File: config.mk
export PLATFORM = sky130hd
export DESIGN_NAME = prim_slicer_seq
export DESIGN_NICKNAME = d
export VERILOG_FILES = /design/src/rtl/prim_slicer_seq.sv
export SDC_FILE = /design/constraint.sdc
export NUM_CORES = 1
export LEC_CHECK = 0
export CAP_MARGIN = 40
export CORE_MARGIN = 10
export CORE_UTILIZATION = 52
export DETAILED_ROUTE_END_ITERATION = 8
export GPL_TIMING_DRIVEN = 0
export MAX_ROUTING_LAYER = met4
export PLACE_DENSITY = 0.89
export SLEW_MARGIN = 15
export SYNTH_ARGS = -nofsm -noshare
export SYNTH_HDL_FRONTEND = slang
export SYNTH_SLANG_ARGS = --single-unit
File: constraint.sdc
create_clock -name clk_i -period 3.5 [get_ports clk_i]
set_input_delay 0.7 -clock clk_i [delete_from_list [all_inputs] [get_ports clk_i]]
set_output_delay 0.7 -clock clk_i [all_outputs]
set_load 0.02 [all_outputs]
File: src/rtl/prim_slicer_seq.sv
// Holds one InW-bit word and emits it as ceil(InW/OutW) OutW-bit beats, lowest slice first.
// Optional macro PRIM_SLICER_SEQ_BACK2BACK_EN allows loading the next word on the last-beat handshake.
module prim_slicer_seq #(
  parameter int InW    = 64,
  parameter int OutW   = 8,
  parameter int IndexW = 4
) (
  input  logic              clk_i,
  input  logic              rst_ni,
  input  logic              valid_i,
  input  logic [InW-1:0]    data_i,
  output logic              ready_o,
  output logic              valid_o,
  output logic [OutW-1:0]   data_o,
  output logic              last_o,
  input  logic              ready_i,
  output logic [IndexW-1:0] idx_o,
  input  logic              abort_i,
  output logic              busy_o
);

  localparam int NumBeats = (InW + OutW - 1) / OutW;
  localparam int HeldW    = NumBeats * OutW;
  localparam int SelW     = (NumBeats > 1) ? $clog2(NumBeats) : 1;
  localparam logic [IndexW-1:0] LastIdx = IndexW'(NumBeats - 1);

  if (NumBeats > 2**IndexW) begin : g_idx_width_chk
    $error("prim_slicer_seq: NumBeats exceeds 2**IndexW");
  end

  typedef enum logic {
    IDLE = 1'b0,
    SEND = 1'b1
  } state_e;

  state_e              state_q, state_d;
  logic [IndexW-1:0]   idx_q, idx_d;
  logic [HeldW-1:0]    held_q, held_d;

  logic [NumBeats-1:0][OutW-1:0] slices;
  logic                          send;
  logic                          last_beat;
  logic                          accept;

  assign slices    = held_q;
  assign send      = (state_q == SEND);
  assign last_beat = send && (idx_q == LastIdx);

`ifdef PRIM_SLICER_SEQ_BACK2BACK_EN
  // Combinational ready_i -> ready_o path lets the next word load on the final beat.
  assign ready_o = !send || (last_beat && ready_i && !abort_i);
`else
  assign ready_o = !send;
`endif

  assign accept  = valid_i && ready_o;

  assign valid_o = send;
  assign busy_o  = send;
  assign last_o  = last_beat;
  assign idx_o   = idx_q;
  assign data_o  = send ? slices[idx_q[SelW-1:0]] : '0;

  always_comb begin
    state_d = state_q;
    idx_d   = idx_q;
    held_d  = held_q;
    case (state_q)
      IDLE: begin
        if (accept) begin
          held_d  = HeldW'(data_i);
          idx_d   = '0;
          state_d = SEND;
        end
      end
      SEND: begin
        // Abort wins over advance/last; the beat on the wire still counts if ready_i is high.
        if (abort_i) begin
          state_d = IDLE;
          idx_d   = '0;
          held_d  = '0;
        end else if (ready_i) begin
          if (last_beat) begin
            idx_d   = '0;
            state_d = IDLE;
`ifdef PRIM_SLICER_SEQ_BACK2BACK_EN
            if (accept) begin
              held_d  = HeldW'(data_i);
              state_d = SEND;
            end
`endif
          end else begin
            idx_d = idx_q + IndexW'(1);
          end
        end
      end
      default: begin
        state_d = IDLE;
        idx_d   = '0;
      end
    endcase
  end

  always_ff @(posedge clk_i or negedge rst_ni) begin
    if (!rst_ni) begin
      state_q <= IDLE;
      idx_q   <= '0;
      held_q  <= '0;
    end else begin
      state_q <= state_d;
      idx_q   <= idx_d;
      held_q  <= held_d;
    end
  end

endmodule

==> run metrics <==
routed wl met2=4.19 mm; combinational share of power=roughly a quarter; CTS H-tree lvls=3; average size of a mapped cell=~15 um^2; Commonest cells post-synth=sky130_fd_sc_hd__dfrtp_1 (69), sky130_fd_sc_hd__a22o_1 (64), sky130_fd_sc_hd__buf_2 (13); switching share of power=around 29%; Adder-Cell Fraction of Synth Area=less than 1%; Routed WL=8.63 mm; total iterations of the first detailed-routing run=4; Power per Cell Area=around 510 nW/um^2; number of DRC markers after the initial detailed-route iteration=roughly 120; post-detail-place hpwl=about 6.3 mm; Critical Path RT=about 2.8 ns; share of power burned in the clock network=approximately 27%; core area=about 5900 um^2; antenna diode instance count=0; proportion of layout cells with a drive suffix above 1=between 10% and 20%; final standard cell utilization of the core=a little over 70%; Arrival @ worst endpoint=around 2.4 ns; post-synthesis share of cell area spent on and, or, nand and nor gates=3.27%; Worst R2R Setup Slack=just under 2 ns; dominant combinational cell family by area after synthesis=compound AO/OA/AOI/OAI gates; Compound-Gate Fraction of Synth Area=19.9%; max capacitance violation total=0; root buf cell=sky130_fd_sc_hd__clkbuf_8; final worst path period share=88.7%; first-pass GRT wire length=about 14 mm; net load switching power=just over 0.0006 W; worst-skew pair later-pin latency=0.35 ns; CTS hold repair buffers=0; starting utilization of the core area=52.9%; via count of the first global-routing pass=about 2600; Fin Hold WS=0.222 ns; remaining antenna violation count after routing=0; vias after detailed routing=~2300; Yosys top cell area share=a little under three fifths; number of antenna violations at the first check in global routing=0; Synth async-reset ratio=100%; final period demand of the worst path=3.11 ns; static power due to leakage=~1.9 nW; sequential-to-total area share from yosys stat=a little under three fifths; Post-Syn Area=roughly 3100 um^2; largest net degree at the start of global routing=between 50 and 60; transition time at the pin with the least slew margin=just over 0.4 ns; synthesis-to-finish area growth=36.8%; peak clock frequency supported by timing=~320 MHz; Routed met1 length=about 3.6 mm; WL per Instance=22.2 um; met3 routed wirelength=roughly 670 um; Yosys top cell by area=sky130_fd_sc_hd__dfrtp_1; DR vias/cell=6.02; launch point of the worst reg-to-reg path=busy_o; worst hold path type=in2async; flip-flop and latch count after synthesis=between 60 and 70; RSZ-0062 raised after global routing=false; total routing resource utilization after global routing=a little under a fifth; worst-case headroom to the max-slew limit=72.5%; setup clock skew after layout=0.00700 ns; post-route DRC violation count=0; most frequently used cell type in the post-synthesis netlist=sky130_fd_sc_hd__dfrtp_1; CTS clk-pin slew, worst paths=~0.07 ns; total grt overflow=0; Warnings, synthesis=0; IO buf count=84; Slowest cell on crit path=sky130_fd_sc_hd__clkdlybuf4s50_1; endpoints failing hold=0; endpoint type of the worst setup path=output pin; number of instances in the synthesized netlist=212; count of flip-flops with a built-in enable after synthesis=0; floorplan die area=9440 um^2; net count of the mapped netlist=around 280; post-synthesis share of cell area spent on xor and xnor gates=less than 1%; TritonCTS Buffers=9; number of distinct standard cells referenced by the synthesized netlist=26; width of the chip=97.2 um; commonest register cell after synthesis=sky130_fd_sc_hd__dfrtp_1; # IOs=between 80 and 90; top sig layer=met4; Worst IR Drop VDD=slightly below 0.0003 V; crit-path max FO=10; Area contributors post-synth=sky130_fd_sc_hd__dfrtp_1 (56%), sky130_fd_sc_hd__a22o_1 (18%), sky130_fd_sc_hd__mux4_1 (7.6%), sky130_fd_sc_hd__mux4_2 (5.1%), sky130_fd_sc_hd__mux2i_1 (2.6%); outcome=complete, no violations; number of filler instances in the final layout=about 370; final number of setup-violating endpoints=0; Critical Path Source Type=flop; number of buffers on the longest clock path=2; delay of the slowest cell on the worst path=0.55 ns; critical path, cell by cell=buf_6, buf_12, mux4_2, mux2i_1, nor2_1, clkdlybuf4s50_1; internal portion of total power=0.00154 W; standard-cell rows=28; Setup crit start=idx_o[0]; start-to-end type of the worst setup path=reg2out; final slew viol count=0; CTS tree=built; quantity of gates resized following cts=0; TritonCTS sink count=69; Sequential Power Share=a little under half; share of synthesized area spent on multiplexers=15.3%; Final Net Count=~380; final weighted congestion in routability-driven placement=between 0.8 and 0.9; Setup Buffers After CTS=0; overall die height=between 90 and 100 um
## registers in the layout, indices dropped and copies added (netlist names)
signal,cells
idx_o,4
busy_o,1
held_q,64
## path summary, 6_finish.rpt
| check | to | cells after the start |
|---|---|---|
| min in group clk_i | held_q[54] | 1 |
| hold reg to reg | held_q[54] | 1 |
| hold / removal | idx_o[0] | 1 |
| max in group asynchronous | held_q[23] | 2 |
| setup / recovery | data_o[6] | 6 |
| setup reg to reg | held_q[3] | 4 |
## per-stage QoR
stage	worst slack, ns	instances	instance area (um^2)	setup TNS [ns]	power [W]
finish	0.394	388	4240	0	0.00216
CTS	0.373	388	4240	0	0.00218
global placement	-0.437	371	4030	-29.89	0.00156
floorplan	1.29	212	3100	0	0.00133
global route	0.287	388	4240	0	0.00227
detailed placement	0.761	372	4060	0	0.00158
## layout make-up
cell class	instances	area, um^2	area share, %
Sequential cell	69	1730	40.8
Multi-Input combinational cell	120	1210	28.6
Timing Repair Buffer	85	866	20.4
Clock buffer	13	159	3.75
Buffer	20	146	3.46
Tap cell	75	93.8	2.22
Clock inverter	3	20.0	0.473
Inverter	3	11.3	0.266
## metal layers
layer | global-route usage, % | vias to the layer above
li1 | - | 1031
met1 | 22.9 | 1189
met2 | 29.2 | 105
met3 | 6.54 | 12
met4 | 6.36 | 0
met5 | - | -
## cell families after synthesis
kind of cell	Yosys count
DFF	69
xor gates and xnor gates	1
muxes	24
adders and majority gates	1
and+or+nand+nor	22
AOI/OAI and AO/OA	72
buffers and inverters	23
## worst max-delay path: cells and delay by family (launching register included)
family | cells | cell delay [ns]
DFF | 1 | 0.41
and+or+nand+nor | 1 | 0.05
buffers and inverters | 3 | 0.90
muxes | 2 | 0.69
## layout by cell type (no fill, tap or decap), types with 2 or more instances in the layout
cell | Yosys | layout
sky130_fd_sc_hd__a22o_1 | 64 | 64
sky130_fd_sc_hd__buf_2 | 13 | 13
sky130_fd_sc_hd__buf_4 | 3 | 4
sky130_fd_sc_hd__clkbuf_1 | 0 | 2
sky130_fd_sc_hd__clkbuf_8 | 2 | 13
sky130_fd_sc_hd__clkdlybuf4s50_1 | 0 | 83
sky130_fd_sc_hd__clkinvlp_4 | 0 | 2
sky130_fd_sc_hd__dfrtp_1 | 69 | 69
sky130_fd_sc_hd__inv_1 | 3 | 3
sky130_fd_sc_hd__mux2i_1 | 8 | 8
sky130_fd_sc_hd__mux4_1 | 9 | 9
sky130_fd_sc_hd__mux4_2 | 7 | 7
sky130_fd_sc_hd__nand2_1 | 4 | 4
sky130_fd_sc_hd__nand3_1 | 4 | 4
sky130_fd_sc_hd__nor2_1 | 8 | 8
sky130_fd_sc_hd__nor2b_1 | 2 | 2
sky130_fd_sc_hd__o211ai_1 | 2 | 2
sky130_fd_sc_hd__o21ai_0 | 3 | 3
## power by group through the flow
stage | Clock, W | Sequential, W | Combinational, W
global placement | 0 | 0.00101 | 0.000545
finish | 0.000591 | 0.00101 | 0.000562
floorplan | 0 | 0.000995 | 0.000338
CTS | 0.000603 | 0.00101 | 0.000567
detailed placement | 0 | 0.00102 | 0.000565
global route | 0.000639 | 0.00102 | 0.000605
(Power assumes the default switching activity.)
